$ cat src/rtl/seq_ctrl_if.sv
// Sequencer-side bundle: start/done handshake, ROM fetch, branch resolve, data-memory handshake.
// PW sets the program-counter and branch-target width and must match the sequencer's PW.
interface seq_ctrl_if #(
    parameter int PW = 8
);
    logic          Req;
    logic          Ack;
    logic [8:0]    instr;
    logic [PW-1:0] pc;
    logic [8:0]    ir;
    logic          br_taken;
    logic [PW-1:0] br_target;
    logic          mem_req;
    logic          mem_we;
    logic          mem_ack;
    logic          rf_we;
    logic [15:0]   cycle_cnt;

    modport master (
        input  Req, instr, br_taken, br_target, mem_ack,
        output Ack, pc, ir, mem_req, mem_we, rf_we, cycle_cnt
    );

    modport slave (
        output Req, instr, br_taken, br_target, mem_ack,
        input  Ack, pc, ir, mem_req, mem_we, rf_we, cycle_cnt
    );
endinterface

$ cat src/rtl/seq_ctrl.sv
// Multi-cycle sequencer: owns PC/IR, resolves bne, stalls on data-memory handshakes; optional SEQ_CYCLE_CNT_EN run counter.
// Latency: 2 cycles per ALU/branch instruction, 3+N per load/store (N = mem_ack wait cycles); Ack the cycle after the last one.
// Backpressure: MEM holds mem_req/mem_we until mem_ack; DONE holds Ack until Req drops.
module seq_ctrl #(
    parameter int PW       = 8,
    parameter int PROG_LEN = 256
) (
    input  logic       Clk,
    input  logic       Reset,
    seq_ctrl_if.master bus
);
    typedef enum logic [2:0] {IDLE, FETCH, EXEC, MEM, DONE} state_t;

    localparam logic [2:0] OP_BNE = 3'b011;
    localparam logic [2:0] OP_LD  = 3'b110;
    localparam logic [2:0] OP_ST  = 3'b111;
    // One extra bit so that PROG_LEN == 2**PW is still reachable.
    localparam logic [PW:0] END_PC = (PW+1)'(PROG_LEN);

    state_t        state_q, state_d;
    logic [PW-1:0] pc_q, pc_d;
    logic [8:0]    ir_q, ir_d;

    logic [2:0]    op;
    logic          is_mem;
    logic [PW:0]   pc_inc_w;
    logic          end_inc;
    logic          end_br;
    logic          mem_req_w;
    logic          mem_we_w;
    logic          rf_we_w;
    logic          ack_w;

    assign op       = ir_q[8:6];
    assign is_mem   = (op == OP_LD) || (op == OP_ST);
    assign pc_inc_w = {1'b0, pc_q} + (PW+1)'(1);
    assign end_inc  = (pc_inc_w == END_PC);
    assign end_br   = ({1'b0, bus.br_target} == END_PC);

    always_comb begin
        state_d   = state_q;
        pc_d      = pc_q;
        ir_d      = ir_q;
        mem_req_w = 1'b0;
        mem_we_w  = 1'b0;
        rf_we_w   = 1'b0;
        ack_w     = 1'b0;
        case (state_q)
            IDLE: begin
                if (bus.Req) begin
                    pc_d    = '0;
                    state_d = FETCH;
                end
            end
            FETCH: begin
                ir_d    = bus.instr;
                state_d = EXEC;
            end
            EXEC: begin
                if (is_mem) begin
                    mem_req_w = 1'b1;
                    mem_we_w  = (op == OP_ST);
                    state_d   = MEM;
                end else if (op == OP_BNE) begin
                    if (bus.br_taken) begin
                        pc_d    = bus.br_target;
                        state_d = end_br ? DONE : FETCH;
                    end else begin
                        pc_d    = pc_inc_w[PW-1:0];
                        state_d = end_inc ? DONE : FETCH;
                    end
                end else begin
                    rf_we_w = 1'b1;
                    pc_d    = pc_inc_w[PW-1:0];
                    state_d = end_inc ? DONE : FETCH;
                end
            end
            MEM: begin
                mem_req_w = 1'b1;
                mem_we_w  = (op == OP_ST);
                if (bus.mem_ack) begin
                    rf_we_w = (op == OP_LD);
                    pc_d    = pc_inc_w[PW-1:0];
                    state_d = end_inc ? DONE : FETCH;
                end
            end
            DONE: begin
                ack_w = 1'b1;
                if (!bus.Req) begin
                    state_d = IDLE;
                end
            end
            default: state_d = IDLE;
        endcase
    end

    always_ff @(posedge Clk) begin
        if (Reset) begin
            state_q <= IDLE;
            pc_q    <= '0;
            ir_q    <= '0;
        end else begin
            state_q <= state_d;
            pc_q    <= pc_d;
            ir_q    <= ir_d;
        end
    end

    assign bus.pc      = pc_q;
    assign bus.ir      = ir_q;
    assign bus.mem_req = mem_req_w;
    assign bus.mem_we  = mem_we_w;
    assign bus.rf_we   = rf_we_w;
    assign bus.Ack     = ack_w;

`ifdef SEQ_CYCLE_CNT_EN
    logic [15:0] cnt_q, cnt_d;

    // Cleared on start, saturating while the run is active, frozen otherwise.
    always_comb begin
        cnt_d = cnt_q;
        if (state_q == IDLE && bus.Req) begin
            cnt_d = '0;
        end else if ((state_q == FETCH || state_q == EXEC || state_q == MEM) && cnt_q != 16'hFFFF) begin
            cnt_d = cnt_q + 16'd1;
        end
    end

    always_ff @(posedge Clk) begin
        if (Reset) begin
            cnt_q <= '0;
        end else begin
            cnt_q <= cnt_d;
        end
    end

    assign bus.cycle_cnt = cnt_q;
`else
    assign bus.cycle_cnt = '0;
`endif
endmodule

$ cat src/flat_wrapper.sv
// flat-port wrapper written by rule: the top's interface ports become plain ports
module seq_ctrl_flat 
#(
    parameter int PW       = 8,
    parameter int PROG_LEN = 256
)
  (Clk, Reset, bus_Req, bus_instr, bus_br_taken, bus_br_target, bus_mem_ack, bus_Ack, bus_pc, bus_ir, bus_mem_req, bus_mem_we, bus_rf_we, bus_cycle_cnt);
  seq_ctrl_if #(.PW(PW)) bus_i ();
  input  logic Clk;
  input  logic Reset;
  input wire logic [$bits(bus_i.Req)-1:0] bus_Req;
  input wire logic [$bits(bus_i.instr)-1:0] bus_instr;
  input wire logic [$bits(bus_i.br_taken)-1:0] bus_br_taken;
  input wire logic [$bits(bus_i.br_target)-1:0] bus_br_target;
  input wire logic [$bits(bus_i.mem_ack)-1:0] bus_mem_ack;
  output wire logic [$bits(bus_i.Ack)-1:0] bus_Ack;
  output wire logic [$bits(bus_i.pc)-1:0] bus_pc;
  output wire logic [$bits(bus_i.ir)-1:0] bus_ir;
  output wire logic [$bits(bus_i.mem_req)-1:0] bus_mem_req;
  output wire logic [$bits(bus_i.mem_we)-1:0] bus_mem_we;
  output wire logic [$bits(bus_i.rf_we)-1:0] bus_rf_we;
  output wire logic [$bits(bus_i.cycle_cnt)-1:0] bus_cycle_cnt;
  assign bus_i.Req = bus_Req;
  assign bus_i.instr = bus_instr;
  assign bus_i.br_taken = bus_br_taken;
  assign bus_i.br_target = bus_br_target;
  assign bus_i.mem_ack = bus_mem_ack;
  assign bus_Ack = bus_i.Ack;
  assign bus_pc = bus_i.pc;
  assign bus_ir = bus_i.ir;
  assign bus_mem_req = bus_i.mem_req;
  assign bus_mem_we = bus_i.mem_we;
  assign bus_rf_we = bus_i.rf_we;
  assign bus_cycle_cnt = bus_i.cycle_cnt;
  seq_ctrl #(.PW(PW), .PROG_LEN(PROG_LEN)) u_core (.Clk(Clk), .Reset(Reset), .bus(bus_i));
endmodule
$ cat config.mk
export PLATFORM = sky130hd
export DESIGN_NAME = seq_ctrl_flat
export DESIGN_NICKNAME = d
export VERILOG_FILES = /design/src/rtl/seq_ctrl_if.sv /design/src/rtl/seq_ctrl.sv /design/src/flat_wrapper.sv
export SDC_FILE = /design/constraint.sdc
export NUM_CORES = 1
export LEC_CHECK = 0
export ABC_AREA = 1
export CAP_MARGIN = 20
export CORE_MARGIN = 1
export CORE_UTILIZATION = 38
export DETAILED_ROUTE_END_ITERATION = 8
export PLACE_DENSITY = 0.77
export SYNTH_ARGS = -nofsm -noshare
export SYNTH_HDL_FRONTEND = slang
export SYNTH_SLANG_ARGS = --single-unit
export TNS_END_PERCENT = 1
$ cat constraint.sdc
create_clock -name Clk -period 1.43 [get_ports Clk]
set_input_delay 0.429 -clock Clk [delete_from_list [all_inputs] [get_ports Clk]]
set_output_delay 0.429 -clock Clk [all_outputs]
set_load 0.01 [all_outputs]
==> metrics, run 1 <==
Iteration-0 DRC Markers 51; Core Area about 3300 um^2; failing checks design-rule violations, negative setup slack; Hold Crit Class register to register; Total Die Area about 3700 um^2; # DRC 4; Via density ~4.8; Final Hold Slack around 520 ps; unrepaired setup endpoints after global routing yes; DR WL/cell around 11 um; CTS tree built; number of synthesized flops with an enable pin 0; Peak VDD IR approximately 0.00070 V; Hold Path Sink u_core.bus.ir[2]$_SDFFE_PP0P_; FF-to-FF setup slack -50 ps; synthesis-to-layout area growth 59.45%; CTS sink count 20; Max Fclk about 600 MHz; DIE WIDTH slightly above 60 um; global-route wire length before repair between 5 and 6 mm; mapped cell area roughly 1300 um^2; final WL between 3 and 4 mm; total global routing overflow 0; Die Y around 61 um; Setup Skew roughly 8.6 ps; largest net degree at the start of global routing 19; share of synthesized flip-flops with an asynchronous set or reset 0; Final Hold Vio Count 0; post-layout util 0.6325; clk root buf clkbuf_4; Yosys cell types 31; routed vias about 1500; outcome complete, but fails checks; met1 Use GR 0.2249; most common cell after layout, fill and taps aside buf_4; # port buffers 42; ANT cells 0; Crit. End Element output pin; hold depth 2; Seq/Total Area, Yosys 0.3025; P_leak between 1 and 1.5 nW; WP data arrival around 1200 ps; GP Congestion ~0.88; layout cells sized above 1 0.3297; most frequent cells in the layout buf_4, nor2_1, nand2_1, clkdlybuf4s50_1; setup slack after layout -231.5 ps; Tmin final ~1700 ps; PwrDens 934.8 nW/um^2; TritonCTS buffer count 3; met2 Use GR 0.3820; Startpoint Class register; synthesized instance count 200; crit share post-route 1.162; Yosys reg bits 20; Post-DRT Antenna Nets 0; WP data required 1000 ps; hpwl dp about 2.5 mm; antenna violations before repair 0; Total Routing Usage GR 0.2008; vias in the first global route 1378; TritonRoute pass-1 iters 7; Ys Warns 0; critical setup path kind register to output pin; Crit Reg-Reg Endpoint u_core.bus.pc[4]$_SDFFE_PP0P_; CTS max path bufs 2; num rows 21; hold_sp u_core.bus.ir[2]$_SDFFE_PP0P_; syn_area_per_cell 6.619 um^2; clk_lat worst skew 330 ps; crit path max fanout 4; Starting Density 0.3967; grt met3 use 0.03992; GRT busiest layer met2; max-slew violations 0; most used flip-flop cell after synthesis dfxtp_1; max-cap viol count 0; # setup viols final 6; Final Net Count ~300; num ports 59; R2R Path Start u_core.bus.pc[0]$_SDFFE_PP0P_; CTS clk-pin slew, worst paths ~120 ps; htree depth 1; R2R cell count 7
## worst max-delay path: stages (launching register included)
cell and delay [ps]:
dfxtp_2 350, inv_4 80, nand3_4 90, nand2_2 90, and3_4 170, buf_2 120
## cell usage after synthesis (2+ instances only)
library cell,count,share of area
a21oi_1,12,0.045
buf_4,16,0.091
inv_2,3,0.0085
xor2_1,3,0.020
o21ai_0,19,0.072
nor2_1,30,0.085
nand3_1,11,0.042
nor3_1,3,0.011
nand2_1,30,0.085
o21ai_1,6,0.023
inv_1,20,0.057
dfxtp_1,20,0.30
nand2_2,3,0.014
buf_2,2,0.0076
ha_1,2,0.019
or2_2,3,0.014
a31oi_1,3,0.014
## worst max-delay path by stage
stage	startpoint	to	slack [ps]	depth (start not counted)
2_1_floorplan	u_core.bus.pc[1]$_SDFFE_PP0P_	u_core.bus.pc[4]$_SDFFE_PP0P_	10	7
3_3_place_gp	bus_mem_ack	bus_rf_we	-660	4
3_5_place_dp	bus_mem_ack	bus_rf_we	-680	4
4_1_cts	u_core.bus.ir[7]$_SDFFE_PP0P_	bus_rf_we	-250	5
5_1_grt	u_core.state_q[0]$_SDFFE_PP0P_	bus_rf_we	-300	4
6_report	u_core.state_q[2]$_SDFFE_PP0P_	bus_mem_we	-230	5
## final cells by class
type / count / area [um^2]
multi-input combinational: 152 / 825.8
clock buffer: 4 / 47.55
tap: 46 / 57.56
timing repair buffer: 77 / 664.4
inverter: 23 / 91.34
fill: 328 / 1226
sequential: 20 / 424.2
## registers in the layout, indices dropped and copies added, names as in the netlist
signal	count
u_core.bus.pc	8
u_core.state_q	3
u_core.bus.ir	9
## per-stage QoR
stage          instance area (um^2)  power [mW]  TNS (ps)  setup WS, ps  std cells
4_1_cts                        2061       1.931    -937.0        -254.0        322
3_3_place_gp                   1978       1.522     -4475        -664.1        316
6_report                       2111       1.973    -940.8        -231.5        322
5_1_grt                        2111       2.111     -1984        -299.5        322
2_1_floorplan                  1385       1.138         0         13.76        215
3_5_place_dp                   1978       1.531     -4828        -679.9        316
## per-layer routing
metal,part of all wire,vias up
met4,0.010,0
met1,0.40,703
met2,0.53,54
li1,-,771
met3,0.058,5
met5,0,-
## kinds of logic after synthesis
family / share of synthesized area
AO/OA/AOI/OAI: 0.1720
XOR/XNOR: 0.01985
adder cells (fa/ha/maj): 0.01890
buffers and inverters: 0.1749
flip-flops: 0.3025
other: 0.002833
AND/OR/NAND/NOR: 0.3091
## what timing repair did
action / in CTS / in global routing
endpoints found under the setup margin: 31 / 20
hold buffers: 0 / 0
gates resized for setup: 65 / 22
pin swaps: 4 / 1
setup buffers: 2 / 0
## report_power, final
group          switching (mW)  total [mW]  internal, mW
Sequential             0.0769       0.734         0.657
Combinational           0.409       0.816         0.406
Clock                   0.210       0.424         0.214
Total                   0.696        1.97          1.28
(Power assumes the default switching activity.)
==> run 2, diff against run 1 <==
--- a/config.mk
+++ b/config.mk
@@ -11,6 +11,7 @@
 export CORE_UTILIZATION = 38
 export DETAILED_ROUTE_END_ITERATION = 8
 export PLACE_DENSITY = 0.77
+export SKIP_CTS_REPAIR_TIMING = 1
 export SYNTH_ARGS = -nofsm -noshare
 export SYNTH_HDL_FRONTEND = slang
 export SYNTH_SLANG_ARGS = --single-unit
==> metrics, run 2 (synthesis results as in run 1) <==
FF-to-FF setup slack -50 ps; layout cells sized above 1 0.2800; final instance area between 2000 and 2500 um^2; max-cap viol count 0; Max Fclk ~600 MHz; clk_lat worst skew 320 ps; htree depth 1; DIE WIDTH ~61 um; Tmin final 1683 ps; most frequent cells in the layout buf_4, nand2_1, nor2_1, clkdlybuf4s50_1, o21ai_0; CTS clk-pin slew, worst paths about 120 ps; Peak VDD IR around 0.00067 V; Core Area ~3300 um^2; # setup viols final 11; setup slack after layout -253.2 ps; Crit. End Element output pin; synthesis-to-layout area growth 59.45%; R2R Path Start u_core.state_q[2]$_SDFFE_PP0P_; CTS max path bufs 2; Hold Crit Class register to register; largest net degree at the start of global routing 19; clk root buf clkbuf_4; hold_sp u_core.bus.ir[0]$_SDFFE_PP0P_; GP Congestion 0.8823; PwrDens approximately 920 nW/um^2; global-route wire length before repair 5.464 mm; num rows 21; R2R cell count 9; Total Die Area approximately 3700 um^2; Total Routing Usage GR 0.1938; outcome complete, but fails checks; WP data required 1000 ps; total global routing overflow 0; max-slew violations 0; Via density between 4 and 5; CTS tree built; area post-placement a little under 2000 um^2; WP data arrival ~1300 ps; Final Hold Slack ~520 ps; Starting Density 0.3967; failing checks design-rule violations, negative setup slack; Largest register FFs 9; critical setup path kind input port to output pin; antenna violations before repair 0; Die Y between 60 and 70 um; Final Hold Vio Count 0; vias in the first global route 1359; Startpoint Class input port; hold depth 2; DR WL/cell ~11 um; TritonCTS buffer count 3; routed vias roughly 1500; num ports roughly 60; P_leak between 1 and 1.5 nW; Post-DRT Antenna Nets 0; Setup Skew ~11 ps; total power between 1.5 and 2 mW; crit share post-route 1.177; CTS sink count 20; # DRC 4; ANT cells 0; Filler cells 313; crit path max fanout 2; TritonRoute pass-1 iters 6; most common cell after layout, fill and taps aside buf_4; unrepaired setup endpoints after global routing yes; final WL around 3.4 mm; Hold Path Sink u_core.bus.ir[0]$_SDFFE_PP0P_; hpwl dp 2.525 mm; Final Net Count 300; Crit Reg-Reg Endpoint u_core.bus.pc[6]$_SDFFE_PP0P_; # port buffers 42; Iteration-0 DRC Markers 44
-- run 2: cell count changes in the layout (fill, tap and decap cells not counted), moves of 3 or more --
cell | previous run | this run
dlymetal6s2s_1 | 0 | 16
dlygate4sd2_1 | 12 | 0
buf_6 | 5 | 1
buf_4 | 31 | 34
o21ai_2 | 3 | 0
-- run 2: worst max-delay path, cell delays in order --
cell and delay, ps:
clkdlybuf4s50_1 480, nand3_1 90, o32ai_2 90, buf_2 160
-- run 2: layer usage --
| layer | GRT usage | share of wire | vias to the layer above |
|---|---|---|---|
| li1 | - | - | 769 |
| met1 | 0.2172 | 0.42 | 676 |
| met2 | 0.3587 | 0.52 | 42 |
| met3 | 0.04622 | 0.047 | 6 |
| met4 | 0.06169 | 0.0093 | 0 |
| met5 | 0 | 0 | - |
-- run 2: area by class of cell --
cell class | count | area, um^2 | area share
tap | 46 | 57.56 | 0.02727
inverter | 23 | 91.34 | 0.04327
sequential | 20 | 424.2 | 0.2009
clock buffer | 4 | 47.55 | 0.02253
timing repair buffer | 76 | 711.9 | 0.3373
multi-input combinational | 152 | 778.2 | 0.3687
-- run 2: worst max-delay path by stage --
| stage | from | end | slack, ps |
|---|---|---|---|
| 3_3_place_gp | bus_mem_ack | bus_rf_we | -660 |
| 3_5_place_dp | bus_mem_ack | bus_rf_we | -680 |
| 2_1_floorplan | u_core.bus.pc[1]$_SDFFE_PP0P_ | u_core.bus.pc[4]$_SDFFE_PP0P_ | 10 |
| 5_1_grt | u_core.state_q[0]$_SDFFE_PP0P_ | bus_mem_we | -310 |
| 6_report | bus_mem_ack | bus_rf_we | -250 |
| 4_1_cts | u_core.state_q[0]$_SDFFE_PP0P_ | bus_rf_we | -760 |
-- run 2: report_power, final --
group | switching (mW) | total [mW] | leakage (nW) | internal [mW]
clock | 0.199 | 0.413 | 0.0261 | 0.214
combinational | 0.385 | 0.798 | 1.04 | 0.413
sequential | 0.0741 | 0.731 | 0.170 | 0.657
-- run 2: per-stage QoR --
step	setup WS, ps	cells	setup TNS [ps]	utilization
2_1_floorplan	13.76	215	0	-
3_3_place_gp	-664.1	316	-4475	0.5928
3_5_place_dp	-679.9	316	-4828	0.5928
4_1_cts	-756.5	320	-7839	0.6070
5_1_grt	-310.6	321	-2298	0.6325
6_report	-253.2	321	-944.4	0.6325
